### config.mk
export PLATFORM = sky130hd
export DESIGN_NAME = seq_div_go_done
export DESIGN_NICKNAME = d
export VERILOG_FILES = /design/src/rtl/seq_div_pkg.sv /design/src/rtl/seq_div_step.sv /design/src/rtl/seq_div_go_done.sv
export SDC_FILE = /design/constraint.sdc
export NUM_CORES = 1
export LEC_CHECK = 0
export BUFFER_PORTS_ARGS = -buffer_cell sky130_fd_sc_hd__buf_4
export CAP_MARGIN = 20
export CORE_MARGIN = 5
export CORE_UTILIZATION = 45
export DETAILED_ROUTE_END_ITERATION = 16
export GPL_TIMING_DRIVEN = 0
export HOLD_SLACK_MARGIN = 0.15
export PLACE_DENSITY = 0.65
export SKIP_LAST_GASP = 1
export SLEW_MARGIN = 20
export SYNTH_ARGS = -nofsm -noshare
export SYNTH_HDL_FRONTEND = slang
export SYNTH_SLANG_ARGS = --single-unit
export TNS_END_PERCENT = 50
### constraint.sdc
create_clock -name clk -period 6.1 [get_ports clk]
set_input_delay 0.915 -clock clk [delete_from_list [all_inputs] [get_ports clk]]
set_output_delay 0.915 -clock clk [all_outputs]
set_load 0.05 [all_outputs]
### src/rtl/seq_div_pkg.sv
// -----------------------------------------------------------------------------
// seq_div_pkg
// Shared definitions for the seq_div_go_done restoring divider.
//   state_t   : controller states (IDLE / BUSY / DONE)
//   cnt_width : width of the step counter, $clog2(width) but never below 1
// -----------------------------------------------------------------------------
package seq_div_pkg;

  typedef enum logic [1:0] {
    S_IDLE = 2'd0,
    S_BUSY = 2'd1,
    S_DONE = 2'd2
  } state_t;

  function automatic int cnt_width(input int width);
    int w;
    w = $clog2(width);
    return (w < 1) ? 1 : w;
  endfunction

endpackage

### src/rtl/seq_div_step.sv
// -----------------------------------------------------------------------------
// seq_div_step
// One purely combinational restoring-division step.
// Ports:
//   rem_in   in  WIDTH+1  current partial remainder
//   dvd_msb  in  1        dividend bit shifted into the remainder this step
//   divisor  in  WIDTH    divisor
//   rem_out  out WIDTH+1  next partial remainder (trial kept or restored)
//   q_bit    out 1        quotient bit produced by this step
// -----------------------------------------------------------------------------
module seq_div_step #(
  parameter int WIDTH = 32
) (
  input  logic [WIDTH:0]   rem_in,
  input  logic             dvd_msb,
  input  logic [WIDTH-1:0] divisor,
  output logic [WIDTH:0]   rem_out,
  output logic             q_bit
);

  // The shifted remainder can reach 2^(WIDTH+1)-1, so the subtraction is
  // done one bit wider than the remainder and the extra MSB acts as the
  // borrow (negative trial) flag.
  logic [WIDTH+1:0] trial;

  always_comb begin
    trial   = {rem_in, dvd_msb} - {2'b00, divisor};
    q_bit   = ~trial[WIDTH+1];
    rem_out = q_bit ? trial[WIDTH:0] : {rem_in[WIDTH-1:0], dvd_msb};
  end

endmodule

### src/rtl/seq_div_go_done.sv
// -----------------------------------------------------------------------------
// seq_div_go_done
// Multi-cycle unsigned restoring divider, responder side of a go/done
// handshake. One quotient bit is produced per cycle.
//
// Handshake: the parent raises go; go is sampled only while the block is
// idle, and the sampling edge captures left/right. done is a registered
// single-cycle pulse, and out_quotient/out_remainder are valid in that
// cycle and stay stable until the next completion. go is ignored while busy
// or presenting done; a go still high on return to idle starts a new run.
//
// Ports:
//   clk            in  1      rising-edge clock
//   reset          in  1      asynchronous active-low reset
//   go             in  1      start request
//   left           in  WIDTH  dividend
//   right          in  WIDTH  divisor
//   out_quotient   out WIDTH  registered quotient
//   out_remainder  out WIDTH  registered remainder
//   done           out 1      registered completion pulse
//   dbg_state      out 2      current controller state (state_t encoding)
//
// Build option: define SEQ_DIV_ZERO_FAST_EN to finish a zero-divisor request
// straight from the accepting edge (done one cycle after acceptance). The
// results are identical to the full-length run.
// -----------------------------------------------------------------------------
module seq_div_go_done
  import seq_div_pkg::*;
#(
  parameter int WIDTH = 32
) (
  input  logic             clk,
  input  logic             reset,
  input  logic             go,
  input  logic [WIDTH-1:0] left,
  input  logic [WIDTH-1:0] right,
  output logic [WIDTH-1:0] out_quotient,
  output logic [WIDTH-1:0] out_remainder,
  output logic             done,
  output logic [1:0]       dbg_state
);

  localparam int             CW   = cnt_width(WIDTH);
  localparam logic [CW-1:0]  LAST = CW'(WIDTH - 1);

  state_t           state, state_next;
  logic [CW-1:0]    cnt;
  logic [WIDTH-1:0] dvd_q;
  logic [WIDTH-1:0] dsr_q;
  logic [WIDTH:0]   rem_q;
  logic [WIDTH:0]   rem_next;
  logic             q_bit;
  logic [WIDTH-1:0] quot_next;
  logic             done_next;
  logic             zero_fast;

  seq_div_step #(.WIDTH(WIDTH)) u_step (
    .rem_in  (rem_q),
    .dvd_msb (dvd_q[WIDTH-1]),
    .divisor (dsr_q),
    .rem_out (rem_next),
    .q_bit   (q_bit)
  );

  // Quotient bits enter at the LSB as dividend bits leave at the MSB, so the
  // dividend register holds the quotient once all steps are done.
  assign quot_next = {dvd_q[WIDTH-2:0], q_bit};

`ifdef SEQ_DIV_ZERO_FAST_EN
  assign zero_fast = (right == '0);
`else
  assign zero_fast = 1'b0;
`endif

  // State register
  always_ff @(posedge clk or negedge reset) begin
    if (!reset) begin
      state <= S_IDLE;
    end else begin
      state <= state_next;
    end
  end

  // Next-state logic
  always_comb begin
    state_next = state;
    case (state)
      S_IDLE: begin
        if (go) begin
          state_next = zero_fast ? S_DONE : S_BUSY;
        end
      end
      S_BUSY: begin
        if (cnt == LAST) begin
          state_next = S_DONE;
        end
      end
      S_DONE:  state_next = S_IDLE;
      default: state_next = S_IDLE;
    endcase
  end

  // Output logic: done is registered, so it is high in the cycle after
  // the DONE state.
  always_comb begin
    done_next = (state == S_DONE);
  end

  // Datapath and output registers
  always_ff @(posedge clk or negedge reset) begin
    if (!reset) begin
      cnt           <= '0;
      dvd_q         <= '0;
      dsr_q         <= '0;
      rem_q         <= '0;
      out_quotient  <= '0;
      out_remainder <= '0;
      done          <= 1'b0;
    end else begin
      done <= done_next;
      case (state)
        S_IDLE: begin
          if (go) begin
            dvd_q <= left;
            dsr_q <= right;
            rem_q <= '0;
            cnt   <= '0;
            if (zero_fast) begin
              out_quotient  <= '1;
              out_remainder <= left;
            end
          end
        end
        S_BUSY: begin
          dvd_q <= quot_next;
          rem_q <= rem_next;
          cnt   <= cnt + 1'b1;
          if (cnt == LAST) begin
            out_quotient  <= quot_next;
            out_remainder <= rem_next[WIDTH-1:0];
          end
        end
        default: ;
      endcase
    end
  end

  assign dbg_state = state;

endmodule

==> flow_summary.ini <==
[status]
outcome = completed

[placement]
dp_hpwl_um = 15900
placed_area_um2 = 9910
portBuffers = 133
place_congestion = 0.838
dp_cells = 1317

[floorplan]
dieArea_um2 = 21900
core_um2 = 18700
start_util = 0.458
std_cell_rows = 50
die_height_um = 148
die_w_um = 148
io_pins = 134

[timing]
skew_ns = 0.0109
max_freq_mhz = 270
finalSetupTns_ns = 0
hold_viol = 0
slew_violations = 0
finalCriticalPeriod_ns = 3.71
relSlewSlack = 0.538
rsz0062_at_grt = no
setup_viol = 0
worst_pin_slew_ns = 0.694
fin_crit_sh = 0.608

[setup_path]
cp.arrival_ns = 4.00
start_kind = register
reg2reg_to = out_remainder[26]$_DFFE_PN0P_
r2r_setup_slack_ns = 2.39
worst_setup_path_end_kind = register
cp_max_fo = 4
crit_required_ns = 6.39
reg2reg_from = dvd_q[31]$_DFFE_PN0P_
crit_type = reg -> reg
reg2regPathDepth = 13

[cells_and_area]
n_fill_cell = 1739
final_cell_area_um2 = 10500
finalNonFillerCells = 1349
finalNetCount = 1204
drive_gt1_frac = 0.163
syn_to_final_growth_pct = 22.9
diodes = 0

[cts]
cts_tree = yes
cts.clk_slew.worst_paths_ns = 0.07
insertion_delay_ns = 0.43
cts_hold_buf = 0
htree_levels = 4
cts_root_buffer = clkbuf_16
cts_made_buffers = 17
cts_setup_buffers = 0
cts-resized-gates = 0
cts_buffer_depth = 2
clock-sinks = 169

[grt]
grt_overflow = 0
antenna_found_initial = 0
grt_max_degree = 60
grt.total_usage = 0.207
grt_pass1_wl_um = 36900
grt_pass1_vias = 7243

[routing]
drtAntennaViolNets = 0
vias_per_cell = 5.32
wl_per_cell_um = 16.3
vias = 7178
routed_wl_um = 21900
drt-initial-drc-count = 366
drt_first_pass_iters = 5
drc = 0

[yosys]
synthArstFlopShare = 1.00
syn-num-nets = 1050
yosysSeqAreaShare = 0.494
synth_flop_cell = dfrtp_1
synth_area_leader_cell = dfrtp_1
yosysTopAreaCellShare = 0.494
synth_cells = 948
syn-cell-area_um2 = 8560
synth_commonest_cells = nand2_1 (260), dfrtp_1 (169), o21ai_1 (58), o21ai_0 (54), clkbuf_1 (44)
avgSynthCellArea_um2 = 9.03
synth_edf_count = 0
post-synth-top-count-cell = nand2_1
synth_cell_types = 53
ys_top_cells_by_area = dfrtp_1 (49%), nand2_1 (11%), ha_1 (5.0%), mux2i_1 (3.4%), o21ai_1 (3.4%)
synth_seq_cells = 169
ys_warn_count = 0

[flow_run]
max_cap_violations = 0

[min_path]
hold_class = in -> async
==> layer usage <==
layer | up-vias | track usage | share of wire | wire length (um)
met5 | - | 0 | 0 | 0
li1 | 3542 | - | - | -
met1 | 3427 | 0.283 | 0.46 | 10100
met3 | 28 | 0.0540 | 0.064 | 1400
met2 | 181 | 0.329 | 0.46 | 10000
met4 | 0 | 0.0554 | 0.017 | 369
==> worst max-delay path, stage by stage (launching register included) <==
cell,delay (ns)
dfrtp_1,0.37
inv_1,0.11
ha_1,0.21
fa_1,0.21
nand2b_1,0.14
a21oi_1,0.09
o21ai_0,0.37
o21ai_0,0.22
a221oi_1,0.65
o21bai_1,0.30
and4b_1,0.25
a311o_1,0.31
mux2i_1,0.24
o21ai_1,0.09
==> flip-flops by register name, summed over array words and instances, names as in the netlist <==
signal / cells
cnt: 5
dbg_state: 2
done: 1
dsr_q: 32
dvd_q: 32
out_quotient: 32
out_remainder: 32
rem_q: 33
==> per-stage QoR <==
stage | hold WS (ns) | setup WS, ns | util
finish | 0.399 | 2.39 | 0.563
global route | 0.417 | 2.16 | 0.563
CTS | 0.400 | 2.46 | 0.563
detailed placement | 0.463 | 2.49 | 0.530
global placement | 0.461 | 2.50 | 0.527
floorplan | 0.449 | 3.07 | -
==> area by class of cell <==
type	instances	area, um2	area share
Sequential cell	169	4230	0.402
Tap cell	234	293	0.0278
Buffer	50	210	0.0200
Clock buffer	17	425	0.0404
Multi-Input combinational cell	691	3980	0.378
Inverter	38	143	0.0136
Timing Repair Buffer	135	1060	0.101
Clock inverter	15	184	0.0175
==> how the worst max path moves through the flow <==
stage / from / end / slack [ns] / cells after the start
floorplan: rem_q[2]$_DFFE_PN0P_ / out_remainder[10]$_DFFE_PN0P_ / 3.07 / 12
CTS: dvd_q[31]$_DFFE_PN0P_ / out_remainder[26]$_DFFE_PN0P_ / 2.46 / 13
finish: dvd_q[31]$_DFFE_PN0P_ / out_remainder[26]$_DFFE_PN0P_ / 2.39 / 13
global route: dvd_q[31]$_DFFE_PN0P_ / out_remainder[26]$_DFFE_PN0P_ / 2.16 / 13
global placement: dvd_q[31]$_DFFE_PN0P_ / out_remainder[26]$_DFFE_PN0P_ / 2.50 / 13
detailed placement: dvd_q[31]$_DFFE_PN0P_ / out_remainder[26]$_DFFE_PN0P_ / 2.49 / 13
==> logic make-up (layout without fill, tap and decap cells) <==
logic type,Yosys count,count (layout),share of synthesized area
AOI/OAI and AO/OA,228,228,0.166
xor gates and xnor gates,27,27,0.0298
muxes,31,31,0.0374
DFF,169,169,0.494
buffers and inverters,88,255,0.0412
adders and majority gates,35,35,0.0520
and+or+nand+nor,370,370,0.180
==> layout by cell type (no fill, tap or decap), drive strengths merged, types with 3 or more instances in the layout <==
master / netlist / layout
nand2: 260 / 260
dfrtp: 169 / 169
buf: 6 / 141
o21ai: 112 / 112
clkbuf: 44 / 61
inv: 37 / 45
nand3: 40 / 40
ha: 34 / 34
a22oi: 31 / 31
nor2: 30 / 30
mux2i: 29 / 29
a21oi: 28 / 28
xnor2: 19 / 19
a21o: 18 / 18
nor2b: 8 / 8
xor2: 8 / 8
and3: 6 / 6
o21bai: 6 / 6
nor3: 6 / 6
nand4: 5 / 5
nand2b: 5 / 5
clkinv: 1 / 5
o211ai: 4 / 4
a31oi: 4 / 4
o21a: 3 / 3
a211oi: 3 / 3
a221o: 3 / 3
or2: 3 / 3
and2: 3 / 3
o31ai: 3 / 3
a21boi: 3 / 3
Power is not shown: default switching activity piles up to over one toggle a cycle in this logic, so the estimate is an artifact.
